--- src/rtl/sign_narrow_if.sv ---
// Stream bundle for sign_narrow: wide input side, narrow output side and saturation status.
interface sign_narrow_if #(
    parameter int unsigned IN_W  = 10,
    parameter int unsigned OUT_W = 6,
    parameter int unsigned CNT_W = 8
);
    logic [IN_W-1:0]  In;
    logic             in_valid;
    logic             in_ready;
    logic [OUT_W-1:0] Out;
    logic             out_valid;
    logic             out_ready;
    logic             sat;
    logic             sat_sticky;
    logic             sat_clr;
    logic [CNT_W-1:0] sat_count;

    // Driver/consumer side: produces input words, accepts narrowed words.
    modport master (
        output In, in_valid, out_ready, sat_clr,
        input  in_ready, Out, out_valid, sat, sat_sticky, sat_count
    );

    // The narrowing block itself.
    modport slave (
        input  In, in_valid, out_ready, sat_clr,
        output in_ready, Out, out_valid, sat, sat_sticky, sat_count
    );
endinterface

--- src/rtl/sign_narrow.sv ---
// Saturating signed narrowing IN_W -> OUT_W in a two-stage valid/ready pipeline,
// with per-word clamp flag, sticky clamp flag and a saturating clamp counter.
module sign_narrow #(
    parameter int unsigned IN_W  = 10,
    parameter int unsigned OUT_W = 6,
    parameter int unsigned CNT_W = 8
) (
    input logic          clk,
    input logic          rst,
    sign_narrow_if.slave bus
);
    localparam logic [OUT_W-1:0] MaxVal = {1'b0, {(OUT_W - 1){1'b1}}};
    localparam logic [OUT_W-1:0] MinVal = {1'b1, {(OUT_W - 1){1'b0}}};
    localparam logic [CNT_W-1:0] CntMax = {CNT_W{1'b1}};

    logic             v1_q, hi1_q, lo1_q;
    logic [OUT_W-1:0] d1_q;
    logic             v2_q, sat2_q;
    logic [OUT_W-1:0] out_q;
    logic             sticky_q;
    logic [CNT_W-1:0] cnt_q;

    logic [IN_W-OUT_W:0] top_bits;
    logic                ovf, hi_in, lo_in;
    logic                adv2, in_rdy, in_xfer, sat_xfer;

    // Value fits in OUT_W bits iff everything from the new sign bit upward is a pure sign copy.
    always_comb begin
        top_bits = bus.In[IN_W-1:OUT_W-1];
        ovf      = !((&top_bits) || !(|top_bits));
        hi_in    = ovf && !bus.In[IN_W-1];
        lo_in    = ovf && bus.In[IN_W-1];
    end

    always_comb begin
        adv2     = !v2_q || bus.out_ready;
        in_rdy   = !v1_q || adv2;
        in_xfer  = bus.in_valid && in_rdy;
        sat_xfer = v2_q && bus.out_ready && sat2_q;
    end

    // Stage 1: low bits plus range verdict; upper bits are no longer needed once classified.
    always_ff @(posedge clk or negedge rst) begin
        if (!rst) begin
            v1_q  <= 1'b0;
            d1_q  <= '0;
            hi1_q <= 1'b0;
            lo1_q <= 1'b0;
        end else if (in_rdy) begin
            v1_q <= bus.in_valid;
            if (in_xfer) begin
                d1_q  <= bus.In[OUT_W-1:0];
                hi1_q <= hi_in;
                lo1_q <= lo_in;
            end
        end
    end

    // Stage 2: clamp or pass through; held while the consumer stalls.
    always_ff @(posedge clk or negedge rst) begin
        if (!rst) begin
            v2_q   <= 1'b0;
            out_q  <= '0;
            sat2_q <= 1'b0;
        end else if (adv2) begin
            v2_q <= v1_q;
            if (v1_q) begin
                if (hi1_q) begin
                    out_q <= MaxVal;
                end else if (lo1_q) begin
                    out_q <= MinVal;
                end else begin
                    out_q <= d1_q;
                end
                sat2_q <= hi1_q || lo1_q;
            end
        end
    end

    // Clear takes priority over a coincident saturated delivery.
    always_ff @(posedge clk or negedge rst) begin
        if (!rst) begin
            sticky_q <= 1'b0;
            cnt_q    <= '0;
        end else if (bus.sat_clr) begin
            sticky_q <= 1'b0;
            cnt_q    <= '0;
        end else if (sat_xfer) begin
            sticky_q <= 1'b1;
            if (cnt_q != CntMax) begin
                cnt_q <= cnt_q + 1'b1;
            end
        end
    end

    assign bus.in_ready   = in_rdy;
    assign bus.Out        = out_q;
    assign bus.out_valid  = v2_q;
    assign bus.sat        = sat2_q;
    assign bus.sat_sticky = sticky_q;
    assign bus.sat_count  = cnt_q;
endmodule
--- src/flat_wrapper.sv ---
// flat-port wrapper written by rule: the top's interface ports become plain ports
module sign_narrow_flat 
#(
    parameter int unsigned IN_W  = 10,
    parameter int unsigned OUT_W = 6,
    parameter int unsigned CNT_W = 8
)
  (clk, rst, bus_In, bus_in_valid, bus_out_ready, bus_sat_clr, bus_in_ready, bus_Out, bus_out_valid, bus_sat, bus_sat_sticky, bus_sat_count);
  sign_narrow_if #(.IN_W(IN_W), .OUT_W(OUT_W), .CNT_W(CNT_W)) bus_i ();
  input logic clk;
  input logic rst;
  input wire logic [$bits(bus_i.In)-1:0] bus_In;
  input wire logic [$bits(bus_i.in_valid)-1:0] bus_in_valid;
  input wire logic [$bits(bus_i.out_ready)-1:0] bus_out_ready;
  input wire logic [$bits(bus_i.sat_clr)-1:0] bus_sat_clr;
  output wire logic [$bits(bus_i.in_ready)-1:0] bus_in_ready;
  output wire logic [$bits(bus_i.Out)-1:0] bus_Out;
  output wire logic [$bits(bus_i.out_valid)-1:0] bus_out_valid;
  output wire logic [$bits(bus_i.sat)-1:0] bus_sat;
  output wire logic [$bits(bus_i.sat_sticky)-1:0] bus_sat_sticky;
  output wire logic [$bits(bus_i.sat_count)-1:0] bus_sat_count;
  assign bus_i.In = bus_In;
  assign bus_i.in_valid = bus_in_valid;
  assign bus_i.out_ready = bus_out_ready;
  assign bus_i.sat_clr = bus_sat_clr;
  assign bus_in_ready = bus_i.in_ready;
  assign bus_Out = bus_i.Out;
  assign bus_out_valid = bus_i.out_valid;
  assign bus_sat = bus_i.sat;
  assign bus_sat_sticky = bus_i.sat_sticky;
  assign bus_sat_count = bus_i.sat_count;
  sign_narrow #(.IN_W(IN_W), .OUT_W(OUT_W), .CNT_W(CNT_W)) u_core (.clk(clk), .rst(rst), .bus(bus_i));
endmodule
--- config.mk ---
export PLATFORM = sky130hd
export DESIGN_NAME = sign_narrow_flat
export DESIGN_NICKNAME = d
export VERILOG_FILES = /design/src/rtl/sign_narrow_if.sv /design/src/rtl/sign_narrow.sv /design/src/flat_wrapper.sv
export SDC_FILE = /design/constraint.sdc
export NUM_CORES = 1
export LEC_CHECK = 0
export CORE_MARGIN = 3
export CORE_UTILIZATION = 51
export DETAILED_ROUTE_END_ITERATION = 8
export PLACE_DENSITY = 0.83
export SLEW_MARGIN = 40
export SYNTH_ARGS = -nofsm -noshare
export SYNTH_HDL_FRONTEND = slang
export SYNTH_SLANG_ARGS = --single-unit
--- constraint.sdc ---
create_clock -name clk -period 3.5 [get_ports clk]
set_input_delay 0.875 -clock clk [delete_from_list [all_inputs] [get_ports clk]]
set_output_delay 0.875 -clock clk [all_outputs]
set_load 0.01 [all_outputs]
**Word level (Yosys, flattened, before mapping)**

Index checks and enable logic that the tools add are counted.

- Equal/unequal tests: 1
- $add $sub $neg: 1
- Multiplexer cells: 7
- Reduce and logical (&&, ||, !) cells: 21

Operators with widths:

| cell | count |
|---|---|
| $mux W8 | 3 |
| $mux W6 | 2 |
| $add A8 B1 Y8 const B | 1 |
| $ne A8 B8 Y1 const B | 1 |
| $reduce_and A2 Y1 | 3 |
| $logic_and A1 B1 Y1 | 5 |
| $logic_not A1 Y1 | 5 |
| $reduce_and A5 Y1 | 1 |
| $reduce_or A5 Y1 | 1 |
| $logic_or A1 B1 Y1 | 4 |
| $reduce_bool A2 Y1 | 2 |
| $mux W1 | 2 |

- Register bits after elaboration: 26
- Logic and storage cells: 39
- Output and inout bits: 18
- Input port bits: 15

**Longest topological paths before layout**

- Depth after elaboration: 5
- Mapped depth: 5

**Worst setup path before layout**

No wires, ideal clock.

- Path type: input port to output port
- From: in bus_out_ready
- To: out bus_in_ready
- Data required time: 2.625 ns
- Cell stages on the path: 1
- Path buffers: 0
- Setup slack: 1.522 ns
- Arrival: 1.103 ns
- Path through: nand3b_1

- Longest elaborated chain between the ends: 2

Ends and longest elaborated chain:

| element | line | RTL |
|---|---|---|
| start, declared | flat_wrapper.sv:14 | `input wire logic [$bits(bus_i.out_ready)-1:0] bus_out_ready;` |
| $logic_or A1 B1 Y1 | sign_narrow.sv:36 | `adv2 = !v2_q \|\| bus.out_ready;` |
| $logic_or A1 B1 Y1 | sign_narrow.sv:37 | `in_rdy = !v1_q \|\| adv2;` |
| end, declared | flat_wrapper.sv:16 | `output wire logic [$bits(bus_i.in_ready)-1:0] bus_in_ready;` |

No other way between the ends.

**Final worst setup path**

Ends and elaborated chain as after synthesis.

==> flow_results.xml <==
<?xml version="1.0" encoding="UTF-8"?>
<metrics>
  <group name="pwr">
    <metric name="power.ir.vdd_worst" unit="V">0.0003538</metric>
    <metric name="power.density_cell_area" unit="nW/um^2">456.0</metric>
    <metric name="static_leakage_power" unit="nW">0.6796</metric>
  </group>
  <group name="sta">
    <metric name="hold_viol" unit="">0</metric>
    <metric name="post_route_clock_period_utilization" unit="%">87.35</metric>
    <metric name="grt_setup_unrepaired" unit="">no</metric>
    <metric name="finalSetupTns" unit="ps">0</metric>
    <metric name="slew-limit-headroom" unit="%">68.20</metric>
    <metric name="max_clock_freq" unit="MHz">327.1</metric>
    <metric name="maxSlewViolCount" unit="">0</metric>
    <metric name="count_of_final_setup_violators" unit="">0</metric>
    <metric name="worst_slew_pin_slew" unit="ps">475.6</metric>
    <metric name="skew" unit="ps">2.899</metric>
    <metric name="finalWorstPathRequiredPeriod" unit="ps">3057</metric>
  </group>
  <group name="finish">
    <metric name="num-nets-final" unit="">163</metric>
    <metric name="diodes" unit="">0</metric>
    <metric name="layout-area-overhead-vs-synth" unit="%">29.95</metric>
    <metric name="post-route-util" unit="%">71.84</metric>
    <metric name="post_route_cells_drive_above_1_share" unit="%">16.44</metric>
  </group>
  <group name="clock_network">
    <metric name="cts.clk_slew.worst_paths" unit="ps">140</metric>
    <metric name="post_cts_resize_count" unit="">0</metric>
    <metric name="clock_latency_on_the_worst_skew_pair" unit="ps">320</metric>
    <metric name="postCtsHoldBufs" unit="">0</metric>
    <metric name="clock_buffers_created_by_tritoncts" unit="">3</metric>
    <metric name="tritoncts" unit="">yes</metric>
    <metric name="clockBufferDepth" unit="">2</metric>
    <metric name="cts-htree-levels" unit="">1</metric>
    <metric name="setup_bufs_post_cts" unit="">0</metric>
    <metric name="cts_sinks" unit="">26</metric>
    <metric name="ctsRootBufferMaster" unit="">clkbuf_4</metric>
  </group>
  <group name="hold_path">
    <metric name="hold_depth" unit="">1</metric>
    <metric name="worstHoldPathType" unit="">reg2reg</metric>
  </group>
  <group name="routing">
    <metric name="drc_errors" unit="">0</metric>
    <metric name="drt_first_iter_violations" unit="">21</metric>
    <metric name="drt-pass1-iter-count" unit="">4</metric>
    <metric name="drt-vias-per-instance" unit="">5.609</metric>
    <metric name="drt.antenna.violating_nets" unit="">0</metric>
    <metric name="routedWlPerCell" unit="um">13.78</metric>
    <metric name="routed_wl" unit="mm">2.398</metric>
    <metric name="num_vias" unit="">976</metric>
  </group>
  <group name="logic_synthesis">
    <metric name="yosysWarningCount" unit="">0</metric>
    <metric name="synthTopCellsByArea" unit="">dfrtp_1 (51%), mux2_2 (11%), a21oi_1 (8.3%), nor2_1 (3.0%), nor2b_1 (3.0%)</metric>
    <metric name="syn_nets" unit="">130</metric>
    <metric name="synthDominantCellAreaShare" unit="%">51.23</metric>
    <metric name="yosysSeqAreaShare" unit="%">51.23</metric>
    <metric name="synth_cell_types" unit="">32</metric>
    <metric name="synthArstFlopShare" unit="%">100.0</metric>
    <metric name="synth_most_common_cell" unit="">dfrtp_1</metric>
    <metric name="synth.avg_cell_area" unit="sq um">11.14</metric>
    <metric name="synth_area" unit="sq um">1270</metric>
    <metric name="synth_largest_area_cell" unit="">dfrtp_1</metric>
    <metric name="synth_top_cells_by_count" unit="">dfrtp_1 (26), a21oi_1 (21), mux2_2 (12)</metric>
    <metric name="synth-seq-cells" unit="">26</metric>
    <metric name="synth-edff-count" unit="">0</metric>
    <metric name="dominantRegCellSynth" unit="">dfrtp_1</metric>
    <metric name="synthCells" unit="">114</metric>
  </group>
  <group name="worst_setup_path">
    <metric name="worst_ep_arrival_time" unit="ps">2180</metric>
    <metric name="critPathRequiredTime" unit="ps">2620</metric>
    <metric name="slowest_delay" unit="ps">570</metric>
    <metric name="setup_crit_path_kind" unit="">in2out</metric>
    <metric name="crit_path_start_kind" unit="">input port</metric>
    <metric name="crit_slowest_cell" unit="">clkdlybuf4s50_1</metric>
    <metric name="startpoint_of_the_worst_slack_reg_to_reg_timing_path" unit="">u_core.bus.sat_count[0]</metric>
    <metric name="cp.buffers_inverters" unit="">2</metric>
    <metric name="rrSetupSlack" unit="ps">1730</metric>
    <metric name="critical_path.cell_chain" unit="">clkdlybuf4s50_1 &gt; nand3b_1 &gt; clkdlybuf4s50_1</metric>
    <metric name="crit_path_end_kind" unit="">output port</metric>
    <metric name="path_depth" unit="">3</metric>
    <metric name="reg2regPathDepth" unit="">4</metric>
    <metric name="crit_start" unit="">bus_out_ready</metric>
    <metric name="crit_path_max_fanout" unit="">5</metric>
    <metric name="cp-endpoint" unit="">bus_in_ready</metric>
    <metric name="cp_top_family" unit="">buffers and inverters</metric>
    <metric name="timing.critical_path.mode_cell" unit="">clkdlybuf4s50_1</metric>
    <metric name="critical_path.reg2reg.endpoint" unit="">u_core.bus.sat_count[0]</metric>
  </group>
  <group name="floorplan">
    <metric name="die_h" unit="um">55.90</metric>
    <metric name="initial_core_util" unit="%">55.28</metric>
    <metric name="die_width" unit="um">55.90</metric>
    <metric name="coreArea" unit="sq um">2297</metric>
    <metric name="die_area" unit="sq um">3125</metric>
    <metric name="rows" unit="">17</metric>
    <metric name="i_o_pin_count" unit="">33</metric>
  </group>
  <group name="global_routing">
    <metric name="grt_max_degree" unit="">27</metric>
    <metric name="grt_usage" unit="%">17.39</metric>
    <metric name="antenna_found_initial" unit="">0</metric>
    <metric name="globalRouteOverflowTotal" unit="">0</metric>
    <metric name="via_count_of_the_first_global_routing_pass" unit="">1015</metric>
    <metric name="wire_length_of_the_first_global_routing_pass" unit="mm">4.395</metric>
  </group>
  <group name="placed_design">
    <metric name="place.gp.congestion" unit="">0.7256</metric>
    <metric name="number_of_port_buffers" unit="">32</metric>
    <metric name="dp_hpwl" unit="mm">1.774</metric>
  </group>
  <group name="job">
    <metric name="maxCapViolations" unit="">0</metric>
  </group>
  <group name="run_status">
    <metric name="run_status" unit="">finished clean</metric>
  </group>
</metrics>
==> metal layers <==
metal,wire (um),global-route usage (%)
met5,0,0
met4,38,8.136
met2,1233,31.25
met1,1007,20.06
met3,118,2.784
==> cell families (layout without fill, tap and decap cells) <==
group	count (synthesis)	after routing	share of synthesized area (%)
AND/OR/NAND/NOR	40	40	18.52
adder cells (fa/ha/maj)	1	1	0.9851
flip-flops	26	26	51.23
multiplexers	15	15	13.40
buffers and inverters	6	38	3.053
AO/OA/AOI/OAI	26	26	12.81
==> worst min-delay path by stage <==
stage	end	slack [ps]	from
finish	u_core.d1_q[5]	530	u_core.d1_q[5]
global route	u_core.d1_q[5]	560	u_core.d1_q[5]
CTS	u_core.d1_q[0]	530	u_core.d1_q[0]
detailed placement	u_core.d1_q[0]	500	u_core.d1_q[0]
global placement	u_core.bus.sat_sticky	480	u_core.bus.sat_sticky
floorplan	u_core.d1_q[0]	480	u_core.d1_q[0]
==> sequential cells by signal, summed over array words and instances, names as in the netlist <==
signal,flops
u_core.bus.out_valid,1
u_core.bus.sat_count,8
u_core.lo1_q,1
u_core.hi1_q,1
u_core.bus.sat,1
u_core.v1_q,1
u_core.bus.sat_sticky,1
u_core.bus.Out,6
u_core.d1_q,6
==> per-stage QoR <==
step           area (sq um)  total power [mW]  instances  worst slack (ps)  hold slack [ps]
6_report               1650            0.7526        174             442.7            529.5
5_1_grt                1650            0.7935        174             348.6            558.8
4_1_cts                1650            0.7593        174             434.9            531.9
3_5_place_dp           1598            0.5514        170             446.4            498.0
3_3_place_gp           1598            0.5458        170             468.5            482.4
2_1_floorplan          1270            0.4613        114              1522            479.7
==> area by class of cell <==
cell class / count / area [sq um]
Clock inverter: 1 / 30.03
Timing Repair Buffer: 33 / 327.8
Multi-Input combinational cell: 82 / 580.6
Sequential cell: 26 / 650.6
Tap cell: 28 / 35.03
Fill cell: 181 / 646.9
Clock buffer: 3 / 22.52
Inverter: 1 / 3.754
==> power by group <==
part	switching (mW)	total, mW	leakage [nW]	internal (mW)
Sequential	0.0323	0.372	0.315	0.340
Combinational	0.0728	0.172	0.337	0.0994
Clock	0.0925	0.208	0.0279	0.116
==> layout by cell type, fill, tap and decap left out <==
master,netlist,final
mux2_4,1,1
dfrtp_1,26,26
nand3b_1,1,1
nand2b_1,4,4
nand2_2,1,1
a311oi_1,1,1
nor2_1,10,10
nor4_1,2,2
nor2b_1,6,6
a211oi_1,2,2
mux2_2,12,12
mux2i_1,2,2
clkbuf_4,0,3
nor4b_1,1,1
buf_4,0,1
and3_4,1,1
a31oi_1,1,1
and3_1,1,1
nand2_1,3,3
clkdlybuf4s50_1,0,32
and4_1,1,1
nand4_1,3,3
and3_2,1,1
nand3_2,1,1
inv_1,1,1
a2111oi_4,1,1
bufinv_16,0,1
and2_4,1,1
a21oi_1,21,21
or2b_1,1,1
nand3_1,2,2
ha_1,1,1
(Power assumes the default switching activity.)
